--- config.mk ---
export PLATFORM = sky130hd
export DESIGN_NAME = stopwatch_ctrl
export DESIGN_NICKNAME = d
export VERILOG_FILES = /design/src/rtl/stopwatch_pkg.sv /design/src/rtl/stopwatch_ctrl_button_conditioner.sv /design/src/rtl/stopwatch_ctrl.sv
export SDC_FILE = /design/constraint.sdc
export NUM_CORES = 1
export LEC_CHECK = 0
export CAP_MARGIN = 20
export CORE_AREA = 2 2 65 128
export DETAILED_ROUTE_END_ITERATION = 7
export DIE_AREA = 0 0 67 130
export GPL_ROUTABILITY_DRIVEN = 0
export PLACE_DENSITY = 0.84
export SLEW_MARGIN = 20
export SYNTH_ARGS = -nofsm -noshare
export SYNTH_HDL_FRONTEND = slang
export SYNTH_SLANG_ARGS = --single-unit
--- constraint.sdc ---
create_clock -name clk -period 2.1 [get_ports clk]
set_clock_uncertainty 0.1 [all_clocks]
set_input_delay 0.315 -clock clk [delete_from_list [all_inputs] [get_ports clk]]
set_output_delay 0.315 -clock clk [all_outputs]
set_load 0.01 [all_outputs]
--- src/rtl/stopwatch_pkg.sv ---
// rtl/stopwatch_pkg.sv - shared state encoding and defaults for the stopwatch controller
package stopwatch_pkg;

  typedef enum logic [1:0] {SW_IDLE, SW_RUN, SW_STOP, SW_LAP} sw_state_t;

  localparam logic [3:0] SW_POINT_DEFAULT = 4'b0100;

endpackage

--- src/rtl/stopwatch_ctrl_button_conditioner.sv ---
// rtl/stopwatch_ctrl_button_conditioner.sv - 2-FF synchronizer, debounce and press detector
module button_conditioner #(
  parameter int DEBOUNCE_CYCLES = 500000
) (
  input  logic clk,
  input  logic reset_n,
  input  logic btn_raw,
  output logic level,
  output logic press
);

  localparam int CW = (DEBOUNCE_CYCLES < 2) ? 1 : $clog2(DEBOUNCE_CYCLES);
  localparam logic [CW-1:0] LAST = CW'(DEBOUNCE_CYCLES - 1);

  logic          sync1;
  logic          sync2;
  logic [CW-1:0] cnt;

  always_ff @(posedge clk or negedge reset_n) begin
    if (!reset_n) begin
      sync1 <= 1'b0;
      sync2 <= 1'b0;
      cnt   <= '0;
      level <= 1'b0;
      press <= 1'b0;
    end else begin
      sync1 <= btn_raw;
      sync2 <= sync1;
      press <= 1'b0;
      // cnt tracks how long the synced value has disagreed with the accepted level
      if (sync2 != level) begin
        if (cnt == LAST) begin
          level <= sync2;
          press <= sync2;
          cnt   <= '0;
        end else begin
          cnt <= cnt + 1'b1;
        end
      end else begin
        cnt <= '0;
      end
    end
  end

endmodule

--- src/rtl/stopwatch_ctrl.sv ---
// rtl/stopwatch_ctrl.sv - stopwatch mode FSM, lap freeze and display word generation
module stopwatch_ctrl
  import stopwatch_pkg::*;
#(
  parameter int         DEBOUNCE_CYCLES = 500000,
  parameter logic [3:0] POINT_MASK      = SW_POINT_DEFAULT,
  parameter bit         BLANK_LZ        = 1'b1
) (
  input  logic        clk,
  input  logic        reset_n,
  input  logic        btn_start,
  input  logic        btn_lap,
  input  logic [15:0] digits_in,
  output logic        run,
  output logic        clear,
  output logic        lap_active,
  output logic [15:0] data_out,
  output logic [3:0]  digit_display,
  output logic [3:0]  digit_point
);

  sw_state_t   state;
  logic [15:0] hold;
  logic        start_press;
  logic        lap_press;
  logic        start_level;
  logic        lap_level;
  logic        unused_levels;

  button_conditioner #(.DEBOUNCE_CYCLES(DEBOUNCE_CYCLES)) u_start (
    .clk     (clk),
    .reset_n (reset_n),
    .btn_raw (btn_start),
    .level   (start_level),
    .press   (start_press)
  );

  button_conditioner #(.DEBOUNCE_CYCLES(DEBOUNCE_CYCLES)) u_lap (
    .clk     (clk),
    .reset_n (reset_n),
    .btn_raw (btn_lap),
    .level   (lap_level),
    .press   (lap_press)
  );

  assign unused_levels = start_level | lap_level;

  // start is tested first in every state, so a coincident lap press is dropped
  always_ff @(posedge clk or negedge reset_n) begin
    if (!reset_n) begin
      state      <= SW_IDLE;
      run        <= 1'b0;
      clear      <= 1'b0;
      lap_active <= 1'b0;
      hold       <= '0;
      data_out   <= '0;
    end else begin
      clear    <= 1'b0;
      data_out <= lap_active ? hold : digits_in;
      case (state)
        SW_IDLE: begin
          if (start_press) begin
            state <= SW_RUN;
            run   <= 1'b1;
          end
        end
        SW_RUN: begin
          if (start_press) begin
            state <= SW_STOP;
            run   <= 1'b0;
          end else if (lap_press) begin
            state      <= SW_LAP;
            hold       <= digits_in;
            lap_active <= 1'b1;
          end
        end
        SW_LAP: begin
          if (start_press) begin
            state <= SW_STOP;
            run   <= 1'b0;
          end else if (lap_press) begin
            state      <= SW_RUN;
            lap_active <= 1'b0;
          end
        end
        SW_STOP: begin
          if (start_press) begin
            state      <= SW_RUN;
            run        <= 1'b1;
            lap_active <= 1'b0;
          end else if (lap_press) begin
            state      <= SW_IDLE;
            clear      <= 1'b1;
            lap_active <= 1'b0;
          end
        end
        default: state <= SW_IDLE;
      endcase
    end
  end

  assign digit_display = {~(BLANK_LZ && (data_out[15:12] == 4'd0)), 3'b111};
  assign digit_point   = POINT_MASK;

endmodule

# [Word level (Yosys, flattened, before mapping)]
# Index checks and enable logic that the tools add are counted.
# Widths: inputs -> output; s select.
[totals] regBits=83 input_bits=20 out_inout_bits=27 elab_cells=76
[op_classes] n_addsub=2 eq_ne=16 n_mux=29 n_bitwise=2 n_reduce_logical=11
[op_table] operator="$mux 19" count=4
[op_table] operator="$add 19x1->19 const B" count=2
[op_table] operator="$eq 19x19->1 const B" count=2
[op_table] operator="$mux 16" count=1
[op_table] operator="$mux 1" count=14
[op_table] operator="$mux 2" count=7
[op_table] operator="$ne 3x1->1 const B" count=3
[op_table] operator="$ne 2x1->1 const B" count=4
[op_table] operator="$pmux 2 s4" count=1
[op_table] operator="$reduce_and 4->1" count=2
[op_table] operator="$reduce_and 2->1" count=3
[op_table] operator="$eq 2x2->1 const B" count=2
[op_table] operator="$logic_not 4->1" count=1
[op_table] operator="$ne 2x2->1 const B" count=2
[op_table] operator="$reduce_or 2->1" count=2
[op_table] operator="$pmux 1 s3" count=1
[op_table] operator="$reduce_and 3->1" count=1
[op_table] operator="$reduce_bool 3->1" count=1
[op_table] operator="$eq 2x1->1 const B" count=1
[op_table] operator="$logic_not 2->1" count=1
[op_table] operator="$ne 1x1->1" count=2
[op_table] operator="$not 1->1" count=2
[op_table] operator="$pmux 1 s2" count=1

# [Longest topological paths before layout]
[depth] depth_word=4 depth_mapped=6 depth_no_buf=5

# [By module]
# Synthesis repeated with hierarchy kept, for this count alone.
[hier_totals] hier_cells=315 area_unflattened_um2=3804.9
[by_module_without_submodules] module="stopwatch_ctrl" n_inst=1 cells_per_inst=99 area_per_inst_um2=1541.5
[by_module_without_submodules] module="button_conditioner (u_lap)" n_inst=1 cells_per_inst=106 area_per_inst_um2=1144.8
[by_module_without_submodules] module="button_conditioner (u_start)" n_inst=1 cells_per_inst=110 area_per_inst_um2=1118.6

# [Worst setup path after synthesis]
# Ideal clock, no wire load.
[synth_path] path_type="reg2reg" startpoint="register u_start.cnt[0]" endpoint="register u_start.level" setup_ps=125 arrival_ps=1765 required_time_ps=1875 path_slack_ps=110 stages_incl_launch_ff=5 n_path_buf=0 cell_sequence="dfrtp_1 > ha_1 > nand4_1 > or4_4 > mux2_4"
[synth_via] elab_chain_len=2
[synth_rtl] item="start: declaration" line="stopwatch_ctrl_button_conditioner.sv:17" text="logic [CW-1:0] cnt;"
[synth_rtl] item="start signal: assignment" line="stopwatch_ctrl_button_conditioner.sv:37" text="cnt <= cnt + 1'b1;"
[synth_rtl] item="$eq 19x19->1" line="stopwatch_ctrl_button_conditioner.sv:32" text="if (cnt == LAST) begin"
[synth_rtl] item="$reduce_and 2->1 (no source line)"
[synth_rtl] item="end signal: assignment" line="stopwatch_ctrl_button_conditioner.sv:33" text="level <= sync2;"
[synth_rtl] item="end: declaration" line="stopwatch_ctrl_button_conditioner.sv:8" text="output logic level,"
# No other way between the ends.
# A chain may end at the register's enable or synchronous reset.

# [Worst setup path in the final report]
[layout_path] startpoint="register u_start.cnt[11]" endpoint="register u_start.level"
# Same word-level chain as after synthesis.

==> reports/results.tsv <==
stage	metric	value	unit
sta	Slew Limit Fails	0	
floorplan	Chip Height	130	um
logic_synthesis	Yosys reg bits	83	
sta	minimum clock period	2.037	ns
setup_path	type of origin of the critical path	register	
clocking	CTS tree	yes	
detailed_routing	post-DR wirelength/cell	14.53	um
global_routing	first-pass GRT wire length	11530	um
sta	TNS Setup	0	ns
clocking	post-CTS setup buffers	0	
detailed_routing	final routed DRC violation total	0	
detailed_routing	via/cell ratio	5.273	
sta	Max Freq	491.0	MHz
floorplan	Die X	67	um
sta	worst slew pin tran	0.6541	ns
setup_path	Setup CP Type	reg2reg	
logic_synthesis	Syn Inst Count	310	
logic_synthesis	proportion of netlist area held by the largest area contributor	56.75	%
pwr	pwr dens	760.7	nW/um^2
floorplan	# rows	46	
logic_synthesis	Synth cell types	44	
detailed_routing	routed via count	2457	
detailed_routing	Detail Route Antenna Nets	0	
clocking	Clk Latency, worst-skew pair	0.34	ns
detailed_routing	initial detailed-routing violation count	87	
clocking	H-tree lvl count	3	
cells_and_area	diode count	0	
detailed_routing	final wirelength	6770	um
logic_synthesis	Synth async-reset ratio	100.0	%
outcome	status	finished, final reports clean	
clocking	Root Buffer	clkbuf_16	
setup_path	Critical-path top delay cell	or4_4	
global_routing	largest net degree at the start of global routing	44	
sta	worst hold slack	0.2483	ns
logic_synthesis	EDFF count, synth	0	
setup_path	Max stage delay on crit path	0.58	ns
sta	Hold Vio Cnt, Final	0	
logic_synthesis	post-synthesis sequential area ratio	56.75	%
floorplan	Die Footprint	8710	um^2
worst_hold_path	HP Start	u_start.sync1	
floorplan	Starting Density	46.76	%
global_routing	Total GRT Usage	17.45	%
setup_path	Worst R2R Path Depth	4	
detailed_routing	first drt pass iteration count	4	
clocking	CTS Buf Count	9	
floorplan	number of top-level pins	47	
logic_synthesis	largest cells by area after synthesis	dfrtp_1, mux2_2, xnor2_1, nor2_1, nand3_1	
setup_path	crit path from	u_start.cnt[11]	
setup_path	reg-to-reg endpoint	u_start.level	
logic_synthesis	Post-Syn Area per Cell	11.81	um^2
cells_and_area	fin util	58.04	%
cells_and_area	Area Overhead vs Synth	24.14	%
logic_synthesis	Post-synth top flop	dfrtp_1	
sta	RSZ-0062 raised after global routing	no	
job	MaxCap Viol Count	0	
setup_path	critical path, cell by cell	nor4_2 > nand4_2 > or4_4 > mux2_4	
sta	Final setup viols	0	
global_routing	vias in the first global route	2423	
logic_synthesis	Synth top cells by count	dfrtp_1, nor2_1, mux2_2	
setup_path	Critical R2R Launch	u_start.cnt[11]	
setup_path	worst path required time	2.23	ns
global_routing	initial antenna violation count	0	
setup_path	Critical Path AT	2.16	ns
logic_synthesis	Cell Area, Synth	3660	um^2
cells_and_area	number of nets in the layout	387	
worst_hold_path	Worst Hold Depth	0	
worst_hold_path	Hold Path End	u_start.sync2	
cells_and_area	layout cells sized above 1	19.46	%
place	post-DP HPWL	4615	um
logic_synthesis	Ys Warns	0	
place	pre-CTS setup slack	0.06601	ns
place	Port Buffer Count	39	
logic_synthesis	area leader, netlist	dfrtp_1	
setup_path	Max FO, Critical Path	5	
setup_path	worst reg2reg setup slack	0.06	ns
clocking	Worst-path clk slew	0.06	ns
clocking	CTS max path bufs	2	
clocking	CTS sink count	83	
pwr	Static Leak	1.914	nW
floorplan	Core Region	7828	um^2
setup_path	crit path capture type	register	
logic_synthesis	count leader, synth	dfrtp_1	
sta	Tcrit/Tclk final	96.98	%
sta	Max-slew headroom	55.99	%
pwr	Peak VDD IR	0.6965	mV
sta	worst setup margin	0.06339	ns
global_routing	gr ovfl total	0	
worst_hold_path	Worst Hold Class	reg2reg	
-- worst max-delay path, delay by kind of cell, from the launching register on --
kind | cells | cell delay [ns]
simple gates | 3 | 1.07
flops | 1 | 0.44
mux | 1 | 0.32
-- timing repair --
action	in CTS	in global routing
endpoints found under the hold margin	13	0
pin swaps	0	0
hold buffers	1	0
endpoints found under the setup margin	1	2
cloned	0	0
resized for setup	1	2
-- state kept, by name, summed over array words and instances, names as in the netlist, 2 cells and up --
name         flops
u_lap.cnt       19
u_start.cnt     19
data_out        16
hold            16
state            2
-- cells in the final DEF (no fill, tap or decap), types with 3 or more instances in the layout --
master	count
a21oi_1	5
and3_1	5
buf_4	12
clkbuf_16	9
clkdlybuf4s50_1	37
conb_1	7
dfrtp_1	82
inv_1	10
mux2_2	33
nand2_1	9
nand3_1	15
nand4_1	10
nor2_1	38
nor3_1	9
nor4_1	9
nor4b_1	3
o21ai_0	3
xnor2_1	26
xor2_1	6
-- power breakdown --
group | internal (mW) | total, mW | switching, mW
combinational | 0.0915 | 0.175 | 0.0832
sequential | 1.63 | 1.65 | 0.0192
clock | 1.04 | 1.63 | 0.596
-- worst max path at each step --
stage                                 end  depth (start not counted)
after global routing      u_start.cnt[18]                          6
after floorplan             u_start.level                          4
after detailed placement    u_start.level                          4
after CTS                   u_start.level                          4
after global placement      u_start.level                          4
final                       u_start.level                          4
-- metrics by stage --
step	total power [mW]	area [um^2]	instances
floorplan	1.739	3679	315
global placement	1.845	4219	449
detailed placement	1.850	4219	449
CTS	3.493	4538	466
global route	3.579	4543	466
finish	3.456	4543	466
-- kinds of logic (layout without fill, tap and decap cells) --
family	after synthesis	after routing	share of synthesized area, %
buffers and inverters	24	79	3.385
DFF	83	83	56.75
and+or+nand+nor	116	116	17.26
muxes	34	34	10.56
other	2	7	0.2052
adders and majority gates	2	2	0.6837
xor gates and xnor gates	32	32	7.658
AOI/OAI and AO/OA	17	17	3.487
-- final cells by class --
class                   count  area, um^2
well taps                  96       120.1
fillers                   648        3284
inverters                  10       37.54
multi-input cells         208        1486
clock inverters             5       77.57
clock buffers              11       232.7
flip-flops and latches     83        2078
repair buffers             53       510.5
-- metal layers --
metal,GRT usage (%),up-vias,share of wire [%]
li1,-,1185,-
met1,21.95,1204,43
met2,28.60,58,51
met3,3.362,10,4.1
met4,8.163,0,1.7
met5,0,-,0
Power figures use the tool's default switching activity.
